==> config.mk <==
export PLATFORM = sky130hd
export DESIGN_NAME = clk_freq_monitor
export DESIGN_NICKNAME = d
export VERILOG_FILES = /design/src/rtl/clk_mon_pkg.sv /design/src/rtl/sync_edge_det.sv /design/src/rtl/clk_freq_monitor.sv
export SDC_FILE = /design/constraint.sdc
export NUM_CORES = 1
export LEC_CHECK = 0
export CORE_MARGIN = 4
export CORE_UTILIZATION = 50
export CTS_BUF_LIST = sky130_fd_sc_hd__clkbuf_16
export DETAILED_ROUTE_END_ITERATION = 7
export PLACE_DENSITY = 0.71
export SETUP_SLACK_MARGIN = 0.02
export SLEW_MARGIN = 30
export SYNTH_ARGS = -nofsm -noshare
export SYNTH_HDL_FRONTEND = slang
export SYNTH_SLANG_ARGS = --single-unit
==> constraint.sdc <==
create_clock -name clk_i -period 6.5 [get_ports clk_i]
set_input_delay 1.3 -clock clk_i [delete_from_list [all_inputs] [get_ports clk_i]]
set_output_delay 1.3 -clock clk_i [all_outputs]
set_load 0.02 [all_outputs]
==> src/rtl/clk_mon_pkg.sv <==
// Shared encodings and default constants for the clock frequency monitor
// (100 MHz system clock, monitored clock arriving as a divide-by-16 toggle).
package clk_mon_pkg;

  typedef enum logic [1:0] {
    ST_LOST = 2'd0,
    ST_QUAL = 2'd1,
    ST_GOOD = 2'd2
  } mon_state_t;

  localparam int unsigned DEF_GATE_CYCLES  = 100_000;
  localparam int unsigned DEF_EDGE_MIN     = 12_375;
  localparam int unsigned DEF_EDGE_MAX     = 12_625;
  localparam int unsigned DEF_GOOD_WINDOWS = 3;
  localparam int unsigned DEF_BAD_WINDOWS  = 2;
  localparam int unsigned DEF_STALL_CYCLES = 1024;
  localparam int unsigned DEF_CNT_W        = 32;

  function automatic logic [15:0] sat_inc16(input logic [15:0] val);
    return (val == 16'hFFFF) ? val : val + 16'd1;
  endfunction

endpackage

==> src/rtl/sync_edge_det.sv <==
// Two-flop synchronizer plus a history flop; emits a one-cycle pulse on
// every rising or falling transition of the asynchronous input.
module sync_edge_det (
  input  logic clk,
  input  logic rst_n,
  input  logic din,
  output logic pulse
);

  logic meta;
  logic sync;
  logic prev;

  always_ff @(posedge clk or negedge rst_n) begin
    if (!rst_n) begin
      meta <= 1'b0;
      sync <= 1'b0;
      prev <= 1'b0;
    end else begin
      meta <= din;
      sync <= meta;
      prev <= sync;
    end
  end

  assign pulse = sync ^ prev;

endmodule

==> src/rtl/clk_freq_monitor.sv <==
// Gate-window edge counter with a LOST/QUAL/GOOD qualification FSM.
// Optional stall detection is compiled in with CLK_MON_STALL_EN.
//
//   state | meaning
//   LOST  | monitored clock unusable, waiting for an in-range window
//   QUAL  | in-range windows seen, counting toward GOOD_WINDOWS
//   GOOD  | clock qualified, clk_good_o asserted
module clk_freq_monitor
  import clk_mon_pkg::*;
#(
  parameter int unsigned GATE_CYCLES  = DEF_GATE_CYCLES,
  parameter int unsigned EDGE_MIN     = DEF_EDGE_MIN,
  parameter int unsigned EDGE_MAX     = DEF_EDGE_MAX,
  parameter int unsigned GOOD_WINDOWS = DEF_GOOD_WINDOWS,
  parameter int unsigned BAD_WINDOWS  = DEF_BAD_WINDOWS,
  parameter int unsigned STALL_CYCLES = DEF_STALL_CYCLES,
  parameter int unsigned CNT_W        = DEF_CNT_W
) (
  input  logic             clk_i,
  input  logic             arst_n_i,
  input  logic             mon_toggle_i,
  output logic             clk_good_o,
  output logic [1:0]       state_o,
  output logic [CNT_W-1:0] edge_cnt_o,
  output logic             cnt_valid_o,
  output logic [15:0]      fail_cnt_o
);

  localparam int unsigned GATE_W  = (GATE_CYCLES > 1) ? $clog2(GATE_CYCLES) : 1;
  localparam int unsigned RUN_MAX = (GOOD_WINDOWS > BAD_WINDOWS) ? GOOD_WINDOWS : BAD_WINDOWS;
  localparam int unsigned RUN_W   = $clog2(RUN_MAX + 1);

  logic              tgl_edge;
  logic [GATE_W-1:0] gate_cnt;
  logic              last_gate;
  logic [CNT_W-1:0]  acc;
  logic [CNT_W-1:0]  acc_plus;
  logic [CNT_W-1:0]  win_cnt;
  logic              window_armed;
  logic              eval;
  logic              in_range;
  logic              stall_hit;

  mon_state_t        state, state_nx;
  logic [RUN_W-1:0]  good_run, good_nx, good_inc;
  logic [RUN_W-1:0]  bad_run, bad_nx, bad_inc;
  logic [15:0]       fail_nx;

  sync_edge_det u_sync (
    .clk   (clk_i),
    .rst_n (arst_n_i),
    .din   (mon_toggle_i),
    .pulse (tgl_edge)
  );

  assign last_gate = (gate_cnt == GATE_W'(GATE_CYCLES - 1));
  assign acc_plus  = (acc == {CNT_W{1'b1}}) ? acc : acc + CNT_W'(1);
  // An edge landing on the closing gate cycle still belongs to that window.
  assign win_cnt   = tgl_edge ? acc_plus : acc;
  assign in_range  = (win_cnt >= CNT_W'(EDGE_MIN)) && (win_cnt <= CNT_W'(EDGE_MAX));
  assign eval      = last_gate && window_armed;

  always_ff @(posedge clk_i or negedge arst_n_i) begin
    if (!arst_n_i) begin
      gate_cnt     <= '0;
      acc          <= '0;
      window_armed <= 1'b0;
    end else begin
      if (last_gate) begin
        gate_cnt     <= '0;
        acc          <= '0;
        window_armed <= 1'b1;
      end else begin
        gate_cnt <= gate_cnt + GATE_W'(1);
        if (tgl_edge) acc <= acc_plus;
      end
    end
  end

`ifdef CLK_MON_STALL_EN
  localparam int unsigned STALL_W = $clog2(STALL_CYCLES + 1);

  logic [STALL_W-1:0] stall_cnt;

  always_ff @(posedge clk_i or negedge arst_n_i) begin
    if (!arst_n_i) begin
      stall_cnt <= '0;
    end else if (tgl_edge) begin
      stall_cnt <= '0;
    end else if (stall_cnt != STALL_W'(STALL_CYCLES)) begin
      stall_cnt <= stall_cnt + STALL_W'(1);
    end
  end

  assign stall_hit = (stall_cnt == STALL_W'(STALL_CYCLES));
`else
  assign stall_hit = 1'b0;
`endif

  assign good_inc = (state == ST_QUAL) ? good_run + RUN_W'(1) : RUN_W'(1);
  assign bad_inc  = bad_run + RUN_W'(1);

  always_comb begin
    state_nx = state;
    good_nx  = good_run;
    bad_nx   = bad_run;
    fail_nx  = fail_cnt_o;

    if (eval) begin
      case (state)
        ST_LOST, ST_QUAL: begin
          bad_nx = '0;
          if (!in_range) begin
            state_nx = ST_LOST;
            good_nx  = '0;
          end else if (good_inc >= RUN_W'(GOOD_WINDOWS)) begin
            state_nx = ST_GOOD;
            good_nx  = '0;
          end else begin
            state_nx = ST_QUAL;
            good_nx  = good_inc;
          end
        end
        ST_GOOD: begin
          good_nx = '0;
          if (in_range) begin
            bad_nx = '0;
          end else if (bad_inc >= RUN_W'(BAD_WINDOWS)) begin
            state_nx = ST_LOST;
            bad_nx   = '0;
            fail_nx  = sat_inc16(fail_cnt_o);
          end else begin
            bad_nx = bad_inc;
          end
        end
        default: begin
          state_nx = ST_LOST;
          good_nx  = '0;
          bad_nx   = '0;
        end
      endcase
    end

    // A stall preempts any window verdict taken in the same cycle.
    if (stall_hit && (state != ST_LOST)) begin
      state_nx = ST_LOST;
      good_nx  = '0;
      bad_nx   = '0;
      fail_nx  = (state == ST_GOOD) ? sat_inc16(fail_cnt_o) : fail_cnt_o;
    end
  end

  always_ff @(posedge clk_i or negedge arst_n_i) begin
    if (!arst_n_i) begin
      state       <= ST_LOST;
      good_run    <= '0;
      bad_run     <= '0;
      fail_cnt_o  <= '0;
      clk_good_o  <= 1'b0;
      edge_cnt_o  <= '0;
      cnt_valid_o <= 1'b0;
    end else begin
      state       <= state_nx;
      good_run    <= good_nx;
      bad_run     <= bad_nx;
      fail_cnt_o  <= fail_nx;
      clk_good_o  <= (state_nx == ST_GOOD);
      cnt_valid_o <= eval;
      if (eval) edge_cnt_o <= win_cnt;
    end
  end

  assign state_o = state;

endmodule
* After elaboration in Yosys (flattened, before gate mapping)
Index checks and enable logic that the tools add are counted.
Cells by class: add/subtract/negate cells 5, $lt $le $gt $ge 4, equal/unequal tests 6, multiplexer cells 17, bitwise logic cells 3, reductions and logical operators 5
Operators by type and width (count):
- 2-to-1 mux 32 bit | 3
- adder 32 x 1 -> 32 bit, second input constant | 1
- equality test 32 bit, second input constant | 1
- greater-or-equal comparator 32 x 14 -> 1 bit, second input constant | 1
- <= comparator 32 x 14 -> 1 bit, second input constant | 1
- 2-to-1 mux 2 bit | 12
- adder 17 x 1 -> 17 bit, second input constant | 1
- equality test 17 bit, second input constant | 1
- 2-to-1 mux 17 bit | 1
- adder 16 x 1 -> 16 bit, second input constant | 1
- equality test 16 bit, second input constant | 1
- AND reduction 5 bit | 1
- adder 2 x 1 -> 2 bit, second input constant | 2
- equality test 2 bit, second input constant | 2
- greater-or-equal comparator 2 bit, second input constant | 2
- case mux 2 bit (2 select lines) | 1
- equality test 2 x 1 -> 1 bit, second input constant | 1
- logical AND 1 bit | 2
- zero test 2 bit | 1
- inverter 1 bit | 2
- OR reduction 2 bit | 1
- bitwise XOR 1 bit | 1
Word-level totals: register bits 109, output and inout port bits 52, logic and storage cells 53

* Depth between registers and ports, before layout
depth after elaboration 9, depth in mapped cells 12

* Modules after synthesis
Synthesis repeated with hierarchy kept, for this count alone.
Second synthesis, totals: cell total of the unflattened synthesis 569, area, all modules 5475.3 µm²
Modules (own cells, without submodules):
- clk_freq_monitor | instances 1, cells an instance 565, area an instance 5391.4 µm²
- sync_edge_det | instances 1, cells an instance 4, area an instance 83.8 µm²

* Worst setup path before layout
No wires, ideal clock.
path kind reg-to-reg, from reg acc[0], to reg fail_cnt_o[1], library setup time 0.128 ns, arrival 2.925 ns, data required time 6.372 ns, path slack 3.447 ns, stages on the path, launching flop included 12, path buffers 1, path through dfrtp_1 > ha_1 > nand3_1 > or3_1 > buf_2 > nor4_2 > mux2i_1 > a211oi_1 > nand4_2 > nor4_4 > nor2_1 > mux2_1
Between the ends: longest elaborated chain between the ends 7, elaborated cells between the ends (all ways) 9, classes of those cells 1 x add/sub; 2 x order compare; 1 x eq/ne; 2 x mux; 1 x bitwise; 2 x reduce/logical
Ends and longest elaborated chain:
- start: declaration | line clk_freq_monitor.sv:36 | logic [CNT_W-1:0] acc;
- start signal: assignment | line clk_freq_monitor.sv:75 | if (tgl_edge) acc <= acc_plus;
- adder 32 x 1 -> 32 bit or equality test 32 bit (tied branches) | line clk_freq_monitor.sv:57 | assign acc_plus = (acc == {CNT_W{1'b1}}) ? acc : acc + CNT_W'(1);
- 2-to-1 mux 32 bit | line clk_freq_monitor.sv:57
- 2-to-1 mux 32 bit *
- greater-or-equal comparator 32 x 14 -> 1 bit or <= comparator 32 x 14 -> 1 bit (tied branches) | line clk_freq_monitor.sv:60 | assign in_range = (win_cnt >= CNT_W'(EDGE_MIN)) && (win_cnt <= CNT_W'(EDGE_MAX));
- logical AND 1 bit * | line clk_freq_monitor.sv:60
- inverter 1 bit (no line) *
- AND reduction 5 bit (no line) *
- end signal: assignment | line clk_freq_monitor.sv:166 | fail_cnt_o <= fail_nx;
- end: declaration | line clk_freq_monitor.sv:26 | output logic [15:0] fail_cnt_o
Mark *: on every way between the ends. The rest lies on a longest branch, timed or not. A chain may end at the register's enable or synchronous reset.

* Worst setup path in the final report
Ends and elaborated chain as after synthesis.

==> impl_metrics.csv <==
group,metric,value,unit
run_status,status,"completed",
drt,wirelength,11700,um
drt,drc,0,
cts,cts.path.max_buffers,2,
sta,slew_headroom,0.434,
cts,cts_root_buf,"clkbuf_16",
finish,area_growth_syn_to_layout,16.6,%
worst_setup_path,cp_slowest_cell,"nor4_1",
finish,drive_gt1_frac,0.0670,
cts,ctsHoldBuffers,0,
worst_setup_path,path_buf_inv,1,
floorplan,row_count,37,
placement,dp_hpwl,8350,um
logic_synthesis,syn_area,0.00545,mm2
global_route,grt_use_met2,0.319,
global_route,busiest_layer,"met2",
logic_synthesis,avgSynthCellArea,9.67,um2
sta,max_freq,253,MHz
sta,hold_viol,0,
worst_setup_path,rrSetupSlack,2.55,ns
floorplan,dieArea,0.0126,mm2
sta,rsz0062_at_grt,"no",
finish,final_nets,615,
finish,layout.cells.non_filler,748,
floorplan,start_util,0.521,
drt,wl_per_cell,15.6,um
global_route,grt_pass1_vias,4239,
floorplan,die_y,112,um
placement,dpl.cell_count,733,
global_route,grt_use_met3,0.0350,
global_route,track_usage,0.194,
cts,clkSlewWorstSetupHoldPaths,0.07,ns
worst_setup_path,end_kind,"register",
floorplan,die_w,112,um
placement,io_buffers,54,
floorplan,core_area,0.0105,mm2
worst_setup_path,setup.worst_path.class,"reg2reg",
pwr,p_leak,0.00272,uW
worst_setup_path,required,6.73,ns
worst_setup_path,crit_family,"simple AND/OR/NAND/NOR gates",
logic_synthesis,synth_flop_cell,"dfrtp_1",
logic_synthesis,synth_top_cell_area_share,0.500,
placement,place_area,0.00607,mm2
placement,gp_congestion,0.851,
sta,drv_slew,0,
cts,cts_resized,0,
cts,clkSinkCount,109,
logic_synthesis,synthArstFlopShare,1.00,
global_route,grt_start_max_net_pins,72,
drt,num_vias,4249,
sta,fin_worst_skew,0.0133,ns
global_route,antenna_found_initial,0,
finish,stdcell_area,0.00636,mm2
cts,clk_latency,0.35,ns
sta,setup_viol,0,
cts,cts_tree,"yes",
job,cap_violations,0,
drt,routed_via_density,5.68,
worst_setup_path,path_cells,"ha_1 > nand3_1 > or3_1 > nor4_1 > xnor2_1 > and4_4 > nand4_2 > nor4_4 > buf_4 > nor2_1 > mux2_1",
logic_synthesis,yosys-top-cells-area,"dfrtp_1 50%, nand2_1 5.1%, xor2_1 4.5%, nor2_1 4.3%, o21ai_0 4.0%",
logic_synthesis,synth_top_cell_by_area,"dfrtp_1",
pwr,ir_worst_vdd,0.153,mV
sta,post-route-period-util,0.608,
logic_synthesis,synth_cells,564,
sta,final.min_clock_period,3.95,ns
drt,dr.pass1.iters,4,
worst_setup_path,cp.arrival,4.19,ns
sta,final.setup.tns,0,ns
cts,cts_max_level,3,
drt,ant_nets,0,
worst_setup_path,max_stage_delay,0.62,ns
worst_setup_path,start_kind,"register",
worst_setup_path,cp_max_fo,21,
logic_synthesis,synth.yosys.seq_area_share,0.500,
logic_synthesis,syn_nets,571,
finish,diodes,0,
logic_synthesis,ys_ff_latch,109,
sta,whs,0.355,ns
floorplan,io_pins,55,
cts,cts_setup_buffers,0,
global_route,grt-ovfl-total,0,
logic_synthesis,synth_edf_count,0,
logic_synthesis,ys_types,60,
hold_path,hp-class,"reg2reg",
sta,tightest_slew,0.843,ns
drt,first_iter_violations,198,
global_route,use_met1,0.265,
cts,numCtsBuffers,9,
logic_synthesis,ys_warn_count,0,
pwr,power_density,218,mW/mm2
global_route,grt_pass1_wl,20200,um
## cell families after synthesis
logic type | count (synthesis) | share of synthesized area
buffers and inverters | 33 | 0.0282
muxes | 4 | 0.00757
and+or+nand+nor | 281 | 0.277
xor gates and xnor gates | 49 | 0.0787
adders and majority gates | 4 | 0.00918
DFF | 109 | 0.500
AOI/OAI and AO/OA | 84 | 0.0989
## cells in the mapped netlist, types with 6 or more instances
master and number:
nand4_1 15, nor4_2 6, o21ai_0 44, nor4_1 7, and4_1 7, nand3_1 25, xnor2_1 21, and3_1 15
xor2_1 28, clkbuf_1 15, nand2_1 74, and2_1 9, dfrtp_1 109, nor2_1 63, inv_1 10, nor3_1 25
## cells in the final DEF (no fill, tap or decap), types with 6 or more instances in the layout
master           Yosys  final
and2_1               9      9
and3_1              15     15
and4_1               7      6
clkbuf_16            0      9
clkdlybuf4s50_1      0     53
dfrtp_1            109    109
inv_1               10     10
nand2_1             74     73
nand3_1             25     25
nand4_1             15     15
nor2_1              63     63
nor3_1              25     25
nor4_1               7      7
nor4_2               6      6
o21ai_0             44     44
xnor2_1             21     20
xor2_1              28     28
## layout make-up
type,count,area (um2)
multi-input cells,422,2590
repair buffers,56,553
flip-flops and latches,109,2730
inverters,10,37.5
clock inverters,6,57.6
fillers,890,4110
clock buffers,9,225
well taps,136,170
## state kept, by name, indices dropped and copies added (netlist names)
| signal | count |
|---|---|
| bad_run | 2 |
| clk_good_o | 1 |
| fail_cnt_o | 16 |
| u_sync.meta | 1 |
| u_sync.sync | 1 |
| u_sync.prev | 1 |
| good_run | 2 |
| edge_cnt_o | 32 |
| gate_cnt | 17 |
| cnt_valid_o | 1 |
| acc | 32 |
| state_o | 2 |
| window_armed | 1 |
## routing by layer
layer	up-vias	wire [um]	part of all wire
li1	2084	-	-
met1	2084	5490	0.47
met2	71	5680	0.49
met3	10	383	0.033
met4	0	112	0.0096
met5	-	0	0
## worst reg2reg max path: stages (launching register included)
cell	delay, ns
dfrtp_1	0.49
ha_1	0.30
nand3_1	0.19
or3_1	0.59
nor4_1	0.62
xnor2_1	0.25
and4_4	0.26
nand4_2	0.12
nor4_4	0.28
buf_4	0.31
nor2_1	0.12
mux2_1	0.31
## worst paths after layout
path	from	end	cells past startpoint
setup / recovery	acc[0]	fail_cnt_o[1]	11
hold / removal	u_sync.meta	u_sync.sync	0
setup reg to reg	acc[0]	fail_cnt_o[1]	11
hold reg to reg	u_sync.meta	u_sync.sync	0
max in group asynchronous	arst_n_i	gate_cnt[15]	2
min in group asynchronous	arst_n_i	acc[16]	1
## metrics by stage
| stage | setup slack (ns) | utilization | total power, uW |
|---|---|---|---|
| finish | 2.55 | 0.608 | 1390 |
| global route | 2.24 | 0.608 | 1460 |
| CTS | 2.54 | 0.607 | 1400 |
| detailed placement | 2.56 | 0.580 | 877 |
| global placement | 2.47 | 0.579 | 873 |
| floorplan | 3.45 | - | 841 |
## report_power, final
group	internal [uW]	leakage (uW)	switching [uW]
Combinational	48.8	0.00110	77.5
Clock	265	0.000132	260
Sequential	699	0.00149	38.0
Total	1010	0.00272	375
(Power assumes the default switching activity.)
